## src/rtl/instr_fetch_if.sv

```systemverilog
// Instruction-memory request/response bus between the fetch stage (master) and imem (slave).
interface instr_fetch_if;
    logic        imem_req;
    logic [31:0] imem_addr;
    logic        imem_ready;
    logic        imem_rvalid;
    logic [31:0] imem_rdata;

    modport master (output imem_req, imem_addr, input imem_ready, imem_rvalid, imem_rdata);
    modport slave  (input imem_req, imem_addr, output imem_ready, imem_rvalid, imem_rdata);
endinterface

```

## src/rtl/instr_fetch.sv

```systemverilog
// MIPS fetch stage: single-outstanding imem requester, 1-entry skid buffer, ID register,
// and branch/jump redirect handling that always delivers the delay slot first.
module instr_fetch #(
    parameter logic [31:0] RESET_PC = 32'h0000_0000
) (
    input  logic          clk,
    input  logic          rst,
    instr_fetch_if.master imem,
    output logic [31:0]   pc_id,
    output logic [31:0]   instr_id,
    output logic          instr_valid,
    input  logic          stall,
    input  logic          jump_branch,
    input  logic          jump_target,
    input  logic          jump_reg,
    input  logic [31:0]   jr_pc
);
    localparam int unsigned XLEN = 32;

    typedef enum logic [1:0] {S_IDLE, S_REQ, S_WAIT} state_t;

    state_t          r_state, w_state_next;
    logic [XLEN-1:0] r_fetch_pc, r_req_pc, r_pending_target;
    logic [XLEN-1:0] r_buf_pc, r_buf_instr, r_pc_id, r_instr_id;
    logic            r_pending, r_buf_valid, r_instr_valid;

    logic            w_accept, w_resp, w_advance, w_resp_to_buf, w_redirect;
    logic [XLEN-1:0] w_p4, w_br_off, w_target;
    logic [XLEN-1:0] w_fetch_next, w_pending_target_next;
    logic            w_pending_next;
    logic            w_unused_jr;

    assign imem.imem_req  = (r_state == S_REQ);
    assign imem.imem_addr = r_fetch_pc;
    assign pc_id          = r_pc_id;
    assign instr_id       = r_instr_id;
    assign instr_valid    = r_instr_valid;
    assign w_unused_jr    = ^jr_pc[1:0];

    // Handshake qualifiers and redirect target selection
    always_comb begin
        w_accept      = (r_state == S_REQ) && imem.imem_ready;
        w_resp        = (r_state == S_WAIT) && imem.imem_rvalid;
        w_advance     = !r_instr_valid || !stall;
        w_resp_to_buf = w_resp && (!w_advance || r_buf_valid);
        w_redirect    = r_instr_valid && !stall && (jump_reg || jump_target || jump_branch);
        w_p4          = r_pc_id + XLEN'(4);
        w_br_off      = {{14{r_instr_id[15]}}, r_instr_id[15:0], 2'b00};
        w_target      = w_p4 + w_br_off;
        if (jump_reg) begin
            w_target = {jr_pc[31:2], 2'b00};
        end else if (jump_target) begin
            w_target = {w_p4[31:28], r_instr_id[25:0], 2'b00};
        end
    end

    always_comb begin
        w_state_next = r_state;
        unique case (r_state)
            S_IDLE:  if (!r_buf_valid) w_state_next = S_REQ;
            S_REQ:   if (imem.imem_ready) w_state_next = S_WAIT;
            S_WAIT:  if (imem.imem_rvalid) w_state_next = w_resp_to_buf ? S_IDLE : S_REQ;
            default: w_state_next = S_IDLE;
        endcase
    end

    // A redirect defers to the next accept only while the delay slot itself is still unrequested
    always_comb begin
        w_fetch_next          = r_fetch_pc;
        w_pending_next        = r_pending;
        w_pending_target_next = r_pending_target;
        if (w_accept) begin
            w_fetch_next   = r_pending ? r_pending_target : r_fetch_pc + XLEN'(4);
            w_pending_next = 1'b0;
        end
        if (w_redirect) begin
            if ((r_fetch_pc == w_p4) && !w_accept) begin
                w_pending_next        = 1'b1;
                w_pending_target_next = w_target;
            end else begin
                w_fetch_next = w_target;
            end
        end
    end

    always_ff @(posedge clk or posedge rst) begin
        if (rst) begin
            r_state <= S_IDLE;
        end else begin
            r_state <= w_state_next;
        end
    end

    always_ff @(posedge clk or posedge rst) begin
        if (rst) begin
            r_fetch_pc       <= RESET_PC;
            r_req_pc         <= RESET_PC;
            r_pending        <= 1'b0;
            r_pending_target <= RESET_PC;
        end else begin
            r_fetch_pc       <= w_fetch_next;
            r_pending        <= w_pending_next;
            r_pending_target <= w_pending_target_next;
            if (w_accept) begin
                r_req_pc <= r_fetch_pc;
            end
        end
    end

    // ID register fed from buffer, then live response, else bubble; skid buffer catches the rest
    always_ff @(posedge clk or posedge rst) begin
        if (rst) begin
            r_pc_id       <= RESET_PC;
            r_instr_id    <= '0;
            r_instr_valid <= 1'b0;
            r_buf_valid   <= 1'b0;
            r_buf_pc      <= RESET_PC;
            r_buf_instr   <= '0;
        end else begin
            if (w_advance) begin
                if (r_buf_valid) begin
                    r_pc_id       <= r_buf_pc;
                    r_instr_id    <= r_buf_instr;
                    r_instr_valid <= 1'b1;
                end else if (w_resp) begin
                    r_pc_id       <= r_req_pc;
                    r_instr_id    <= imem.imem_rdata;
                    r_instr_valid <= 1'b1;
                end else begin
                    r_instr_id    <= '0;
                    r_instr_valid <= 1'b0;
                end
            end
            if (w_resp_to_buf) begin
                r_buf_valid <= 1'b1;
                r_buf_pc    <= r_req_pc;
                r_buf_instr <= imem.imem_rdata;
            end else if (w_advance && r_buf_valid) begin
                r_buf_valid <= 1'b0;
            end
        end
    end
endmodule
```

## src/flat_wrapper.sv

```systemverilog
// flat-port wrapper written by rule: the top's interface ports become plain ports
module instr_fetch_flat 
#(
    parameter logic [31:0] RESET_PC = 32'h0000_0000
)
  (clk, rst, pc_id, instr_id, instr_valid, stall, jump_branch, jump_target, jump_reg, jr_pc, imem_imem_req, imem_imem_addr, imem_imem_ready, imem_imem_rvalid, imem_imem_rdata);
  instr_fetch_if imem_i ();
  input  logic clk;
  input  logic rst;
  output logic [31:0] pc_id;
  output logic [31:0] instr_id;
  output logic instr_valid;
  input  logic stall;
  input  logic jump_branch;
  input  logic jump_target;
  input  logic jump_reg;
  input  logic [31:0] jr_pc;
  output wire logic [$bits(imem_i.imem_req)-1:0] imem_imem_req;
  output wire logic [$bits(imem_i.imem_addr)-1:0] imem_imem_addr;
  input wire logic [$bits(imem_i.imem_ready)-1:0] imem_imem_ready;
  input wire logic [$bits(imem_i.imem_rvalid)-1:0] imem_imem_rvalid;
  input wire logic [$bits(imem_i.imem_rdata)-1:0] imem_imem_rdata;
  assign imem_imem_req = imem_i.imem_req;
  assign imem_imem_addr = imem_i.imem_addr;
  assign imem_i.imem_ready = imem_imem_ready;
  assign imem_i.imem_rvalid = imem_imem_rvalid;
  assign imem_i.imem_rdata = imem_imem_rdata;
  instr_fetch #(.RESET_PC(RESET_PC)) u_core (.clk(clk), .rst(rst), .imem(imem_i), .pc_id(pc_id), .instr_id(instr_id), .instr_valid(instr_valid), .stall(stall), .jump_branch(jump_branch), .jump_target(jump_target), .jump_reg(jump_reg), .jr_pc(jr_pc));
endmodule
```

## config.mk

```make
export PLATFORM = sky130hd
export DESIGN_NAME = instr_fetch_flat
export DESIGN_NICKNAME = d
export VERILOG_FILES = /design/src/rtl/instr_fetch_if.sv /design/src/rtl/instr_fetch.sv /design/src/flat_wrapper.sv
export SDC_FILE = /design/constraint.sdc
export NUM_CORES = 1
export LEC_CHECK = 0
export ABC_AREA = 1
export BUFFER_PORTS_ARGS = -buffer_cell sky130_fd_sc_hd__buf_4
export CORE_MARGIN = 4
export CORE_UTILIZATION = 42
export DETAILED_ROUTE_END_ITERATION = 7
export PLACE_DENSITY = 0.7
export SLEW_MARGIN = 10
export SYNTH_ARGS = -nofsm -noshare
export SYNTH_HDL_FRONTEND = slang
export SYNTH_SLANG_ARGS = --single-unit
export TNS_END_PERCENT = 50
```

## constraint.sdc

```tcl
create_clock -name clk -period 13.3 [get_ports clk]
set_input_delay 0.665 -clock clk [delete_from_list [all_inputs] [get_ports clk]]
set_output_delay 0.665 -clock clk [all_outputs]
set_load 0.01 [all_outputs]
```

* Yosys cells after proc, flatten, opt, wreduce, memory -nomap -nowiden
Cells that the tools add are included.
** Storage, ports and cells
- Register bits after elaboration :: 229
- Input bits :: 72
- Logic and storage cells :: 63
- Bits in writable memories :: 0
- Memories :: 0
- Bits in latches :: 0
- Output and inout port bits :: 98
- ROM bits :: 0
** Cells by class
- Reduce and logical (&&, ||, !) cells :: 21
- $mul :: 0
- Bitwise gates (word level) :: 0
- Shifts and indexed selects :: 0
- $lt $le $gt $ge :: 0
- Muxes and demuxes :: 22
- Add/sub/neg operators :: 3
- Divide/modulo/power cells :: 0
- Eq/ne operators :: 6
** Operators with widths (count)
- $mux 32 :: 10
- $add 32x3->32 const B :: 2
- $add 32x32->32 :: 1
- $eq 32x32->1 :: 1
- $mux 1 :: 8
- $logic_and 1x1->1 :: 7
- $mux 2 :: 3
- $pmux 2 s3 :: 1
- $logic_not 1->1 :: 4
- $logic_or 1x1->1 :: 4
- $ne 2x2->1 const B :: 2
- $reduce_and 2->1 :: 2
- $reduce_bool 2->1 :: 2
- $reduce_and 3->1 :: 1
- $eq 2x1->1 const B :: 1
- $eq 2x2->1 const B :: 1
- $logic_not 2->1 :: 1
- $ne 2x1->1 const B :: 1

* Logic depth before layout (Yosys ltp)
- Word-level depth :: 8
- Mapped depth :: 24
- Mapped depth without buffers :: 24

* Worst setup path before layout
Ideal clock, no wire load.
- Kind :: register to register
- From :: register u_core.r_pc_id[2] (netlist: u_core.pc_id[2])
- To :: register u_core.r_pending_target[19]
- Data arrival time :: 2.823 ns
- Setup slack :: 10.364 ns
- Required time :: 13.187 ns
- Buffers on the path :: 0
- Library setup time :: 0.113 ns
- Stages on the path, launching flop included :: 19
- Clock period less this slack :: 2.936 ns
- Cell sequence :: dfrtp_1 > ha_1 > inv_1 > nor2_4 > nand2_4 > o21ai_1 > nand2_2 > ha_1 > nand2_1 > nor2_1 > inv_1 > nor2_1 > nand4_1 > nand4_1 > nand3_1 > a21boi_0 > nand4_1 > nand2_1 > inv_1
** On the way
- Longest elaborated chain between the ends :: 4
- Elaborated cells between the ends (all ways) :: 7
- Classes of those cells :: add/sub (2); eq/ne (1); mux (2); reduce/logical (2)
** Ends and longest elaborated chain
- start: declaration :: line instr_fetch.sv:24 : logic [XLEN-1:0] r_buf_pc, r_buf_instr, r_pc_id, r_instr_id;
- start signal: assignment :: line instr_fetch.sv:122 : r_pc_id <= r_buf_pc;
- start signal: assignment :: line instr_fetch.sv:126 : r_pc_id <= r_req_pc;
- $add 32x3->32 * :: line instr_fetch.sv:47 : w_p4 = r_pc_id + XLEN'(4);
- $add 32x32->32 / $eq 32x32->1 (equally long branches) :: line instr_fetch.sv:49, instr_fetch.sv:77
- $mux 32 / $logic_and 1x1->1 (equally long branches) :: line instr_fetch.sv:52, instr_fetch.sv:77
- $mux 32 / $reduce_and 2->1 (equally long branches)
- end signal: assignment :: line instr_fetch.sv:103 : r_pending_target <= w_pending_target_next;
- end: declaration :: line instr_fetch.sv:23 : logic [XLEN-1:0] r_fetch_pc, r_req_pc, r_pending_target;
Mark *: on every way between the ends. The rest lies on a longest branch, timed or not.
A chain may end at the register's enable or synchronous reset.

* Worst setup path in the final report
- From :: register u_core.r_pc_id[6] (netlist: u_core.pc_id[6])
- To :: register u_core.r_fetch_pc[18] (netlist: u_core.imem.imem_addr[18])
** On the way
- Longest elaborated chain between the ends :: 6
- Elaborated cells between the ends (all ways) :: 8
- Classes of those cells :: add/sub (2); eq/ne (1); mux (4); reduce/logical (1)
** Ends and longest elaborated chain
- $add 32x3->32 * :: line instr_fetch.sv:47
- $add 32x32->32 :: line instr_fetch.sv:49 : w_target = w_p4 + w_br_off;
- $mux 32 :: line instr_fetch.sv:52 : end else if (jump_target) begin
- $mux 32 :: line instr_fetch.sv:50 : if (jump_reg) begin
- $mux 32 * :: line instr_fetch.sv:77 : if ((r_fetch_pc == w_p4) && !w_accept) begin
- $mux 32 * :: line instr_fetch.sv:76 : if (w_redirect) begin
- via u_core.w_fetch_next[18] :: line instr_fetch.sv:29 : logic [XLEN-1:0] w_fetch_next, w_pending_target_next;
- end signal: assignment :: line instr_fetch.sv:101 : r_fetch_pc <= w_fetch_next;
- end: declaration :: line instr_fetch.sv:23
The timed path passes the listed nets; every way through them passes the cells marked *.

==> results.md <==
- Status: complete, no violations
- Mux cell area share after synthesis: 0
- Pin count of the biggest net entering global routing: a little under 90
- Fin. Hold Viols: 0
- Slowest CP cell: nand2_2
- Synth Flop Type: dfrtp_1
- CTS tree: yes
- Critical path type: flop to flop
- VDD IR max: 97.63 uV
- Routed WL: around 51 mm
- Syn Inst Count: ~2200
- Setup Fix Bufs, Post-CTS: 0
- Worst Tran Pin Value: 1.125 ns
- CP Max Fanout: 56
- Area Growth Syn to Fin: 15.79%
- Cell Pwr Density: 188.0 mW/mm2
- Clock Latency Late Sink: 0.55 ns
- # clock sinks: 229
- XOR/XNOR Fraction of Synth Area: 0.01622
- Leakage: approximately 9.1 nW
- Antenna viol nets, final: 0
- Initial antenna violation count: 2
- EDFF count, synth: 0
- H-tree levels: 1
- Slew Viols, Final: 0
- Count leader, synth: nand2_1
- # hold bufs at CTS: 0
- Iter 0 DRT Violations: about 1400
- Part of the power in combinational logic: 0.431
- NetSw: 0.001455 W
- Area leader, netlist: dfrtp_1
- PostCTS Resize Cnt: 0
- GRT Util Overall: 0.2581
- Die height: 198.2 um
- Pre-CTS setup slack: roughly 9 ns
- Slowest cell delay on critical path: approximately 0.83 ns
- Largest family of logic cells by synthesized area: simple AND/OR/NAND/NOR gates
- Area of the die: 0.03929 mm2
- Std cell rows: 69
- Setup repair after global routing missed its margin: no
- NumNets Final: 2468
- Most frequent cells after synthesis: nand2_1 (714), inv_1 (324), dfrtp_1 (229)
- Total power: about 0.0033 W
- Dpl cells: about 2800
- Required time worst endpoint: about 14 ns
- DR pass1 iterations: 5
- Pint: between 0.0015 and 0.002 W
- Tmin final: about 4.1 ns
- Total CTS buffers: 26
- Vias per cell: 5.368
- Core area: roughly 0.036 mm2
- #FFs+latches synth: roughly 230
- Relative slew slack: 0.2493
- # setup viols final: 0
- Startpoint Class: flop
- Share of flip-flops with an asynchronous set or reset: 1.000
- Compound-Gate Fraction of Synth Area: 0.1485
- Dpl hpwl: between 30 and 40 mm
- Sum Neg Setup Slack: 0 ns
- Worst path arrival time: between 4 and 5 ns
- Initial cell density of the core: 0.4262
- Syn Nets: between 2000 and 2500
- Hold WC Path Type: primary input to async pin
- Final setup margin: ~9.2 ns
- Clk slew on worst S/H paths: around 0.060 ns
- Design Area, Final: between 0.015 and 0.02 mm2
- Sequential area share after synthesis: 0.3771
- Placed Area: between 0.015 and 0.02 mm2
- Die X: between 150 and 200 um
- I/O pins: 170
- Mapped Area: ~0.015 mm2
- Synth Area in Adders: 0.03261
- Routed len/inst: approximately 18 um
- Placer Congestion: ~0.95
- Final Cycle Share: 0.3068
- Post-synthesis cell type count: between 40 and 50
- Vias in the first global route: 14608
- Fmax: between 200 and 250 MHz
- Detailed-route DRC error count: 0
- Ratio of cells with drive above 1 in the final layout: 0.1074
- Total number of vias: around 15000
- Endpoint class of the critical path: flop
- Top-area cell type share of the netlist area: 0.3771
- Global route overflow: 0
- Post-Synth Simple-Gate Area: 0.3182
- Top post-synthesis cells by area: dfrtp_1 (38%), nand2_1 (18%), inv_1 (8.0%), nand3_1 (6.4%), o21ai_0 (5.3%)
- Clock share of power: 0.214
- Sequential share of power: 0.355
- Root Driver: clkbuf_16
- Layout Cells excl Fill: 2836
- CP dominant cell by count: nand2_1
- Syn avg cell area: roughly 6.8 um2
- Worst clock skew: roughly 0.022 ns
- Clk buf depth: 3
- First-pass GRT wire length: around 81 mm
- Critical Path, Cell by Cell: nand2_1 > nor2_2 > nand2_1 > nor2_1 > nand3_1 > nand2_1 > inv_1 > nand2_1 > nand2_1 > nor2_1 > nand2_1 > nor2_4 > nand2_4 > nand2_2 > nand2_1 > o21ai_1
- ANT cells: 0
- Max_cap viols: 0
- Port buffer count: ~170
- Ys Warns: 0
- Sw frac: 0.4398
-- state kept, by name, summed over array words and instances (netlist names) --
register and count:
u_core.pc_id 32, u_core.r_buf_instr 32, u_core.r_req_pc 32, u_core.r_buf_valid 1, u_core.instr_id 32, u_core.r_pending_target 32, u_core.r_state 2, u_core.imem.imem_addr 32
u_core.r_buf_pc 32, u_core.r_pending 1, u_core.instr_valid 1
-- critical path, delay by kind of cell, from the launching register on --
| kind | cells | cell delay (ns) |
|---|---|---|
| compound gates | 1 | 0.13 |
| buf+inv | 1 | 0.16 |
| flops | 1 | 0.56 |
| simple gates | 14 | 3.09 |
-- power by group through the flow --
| stage | Combinational (W) | Clock, W | Sequential, W |
|---|---|---|---|
| floorplan | 0.000907 | 0 | 0.00113 |
| global placement | 0.00138 | 0 | 0.00117 |
| detailed placement | 0.00141 | 0 | 0.00118 |
| CTS | 0.00141 | 0.000721 | 0.00117 |
| global route | 0.00161 | 0.000749 | 0.00121 |
| finish | 0.00142 | 0.000708 | 0.00117 |
-- through the flow --
stage | hold WS, ns | util
floorplan | 0.4417 | -
global placement | 0.4556 | 0.4698
detailed placement | 0.4599 | 0.4698
CTS | 0.2165 | 0.4934
global route | 0.2343 | 0.4935
finish | 0.1894 | 0.4935
-- layout by cell type (no fill, tap or decap), types with 5 or more instances in the layout --
cell and n:
clkbuf_16 27, dfrtp_1 229, ha_1 38, o22ai_1 7, inv_1 323, clkbuf_8 8, buf_4 178, xor2_1 13
nand2_2 5, a21oi_1 51, a22oi_1 21, a21boi_0 15, nand3_1 193, o21ai_1 26, inv_2 5, o21ai_0 162
o221ai_1 16, nor2_2 9, o21a_1 11, clkinv_2 5, nand4_1 42, xnor2_1 10, nor3_1 17, o211ai_1 57
nand2_1 712, nor2_1 135, nor4_1 8, nor2_4 6
-- path summary, 6_finish.rpt --
kind                                         start                        end  slack (ns)  depth (start not counted)
worst min register to register  u_core.r_buf_pc[3]         u_core.r_buf_pc[3]        0.48                          2
worst min-delay path                           rst            u_core.pc_id[5]        0.19                          2
max in group asynchronous                      rst        u_core.r_buf_pc[27]       11.72                          3
worst max-delay path               u_core.pc_id[6]  u_core.imem.imem_addr[18]        9.22                         16
min in group clk                  imem_imem_rvalid          u_core.r_state[1]        0.34                          2
worst max register to register     u_core.pc_id[6]  u_core.imem.imem_addr[18]        9.22                         16
-- logic make-up (layout without fill, tap and decap cells) --
family / Yosys count / in the layout
XOR/XNOR: 25 / 25
buffers and inverters: 420 / 557
flip-flops: 229 / 229
AND/OR/NAND/NOR: 1146 / 1146
AO/OA/AOI/OAI: 379 / 379
adder cells (fa/ha/maj): 39 / 39
-- layer usage --
layer,track usage,up-vias,wire (um),share of wire
met5,0,-,21,0.00041
met1,0.3579,7130,22320,0.44
met4,0.07345,4,1608,0.032
met2,0.4124,538,23070,0.45
met3,0.05224,78,4012,0.079
li1,-,7475,-,-
-- cell type report --
type                       count  area (um2)
tap                          461       576.8
sequential                   229        5731
clock buffer                  39       800.8
fill                        3606       18060
multi-input combinational   1589        7853
timing repair buffer         178        1336
clock inverter                 7       41.29
inverter                     333        1257
(Power assumes the default switching activity.)
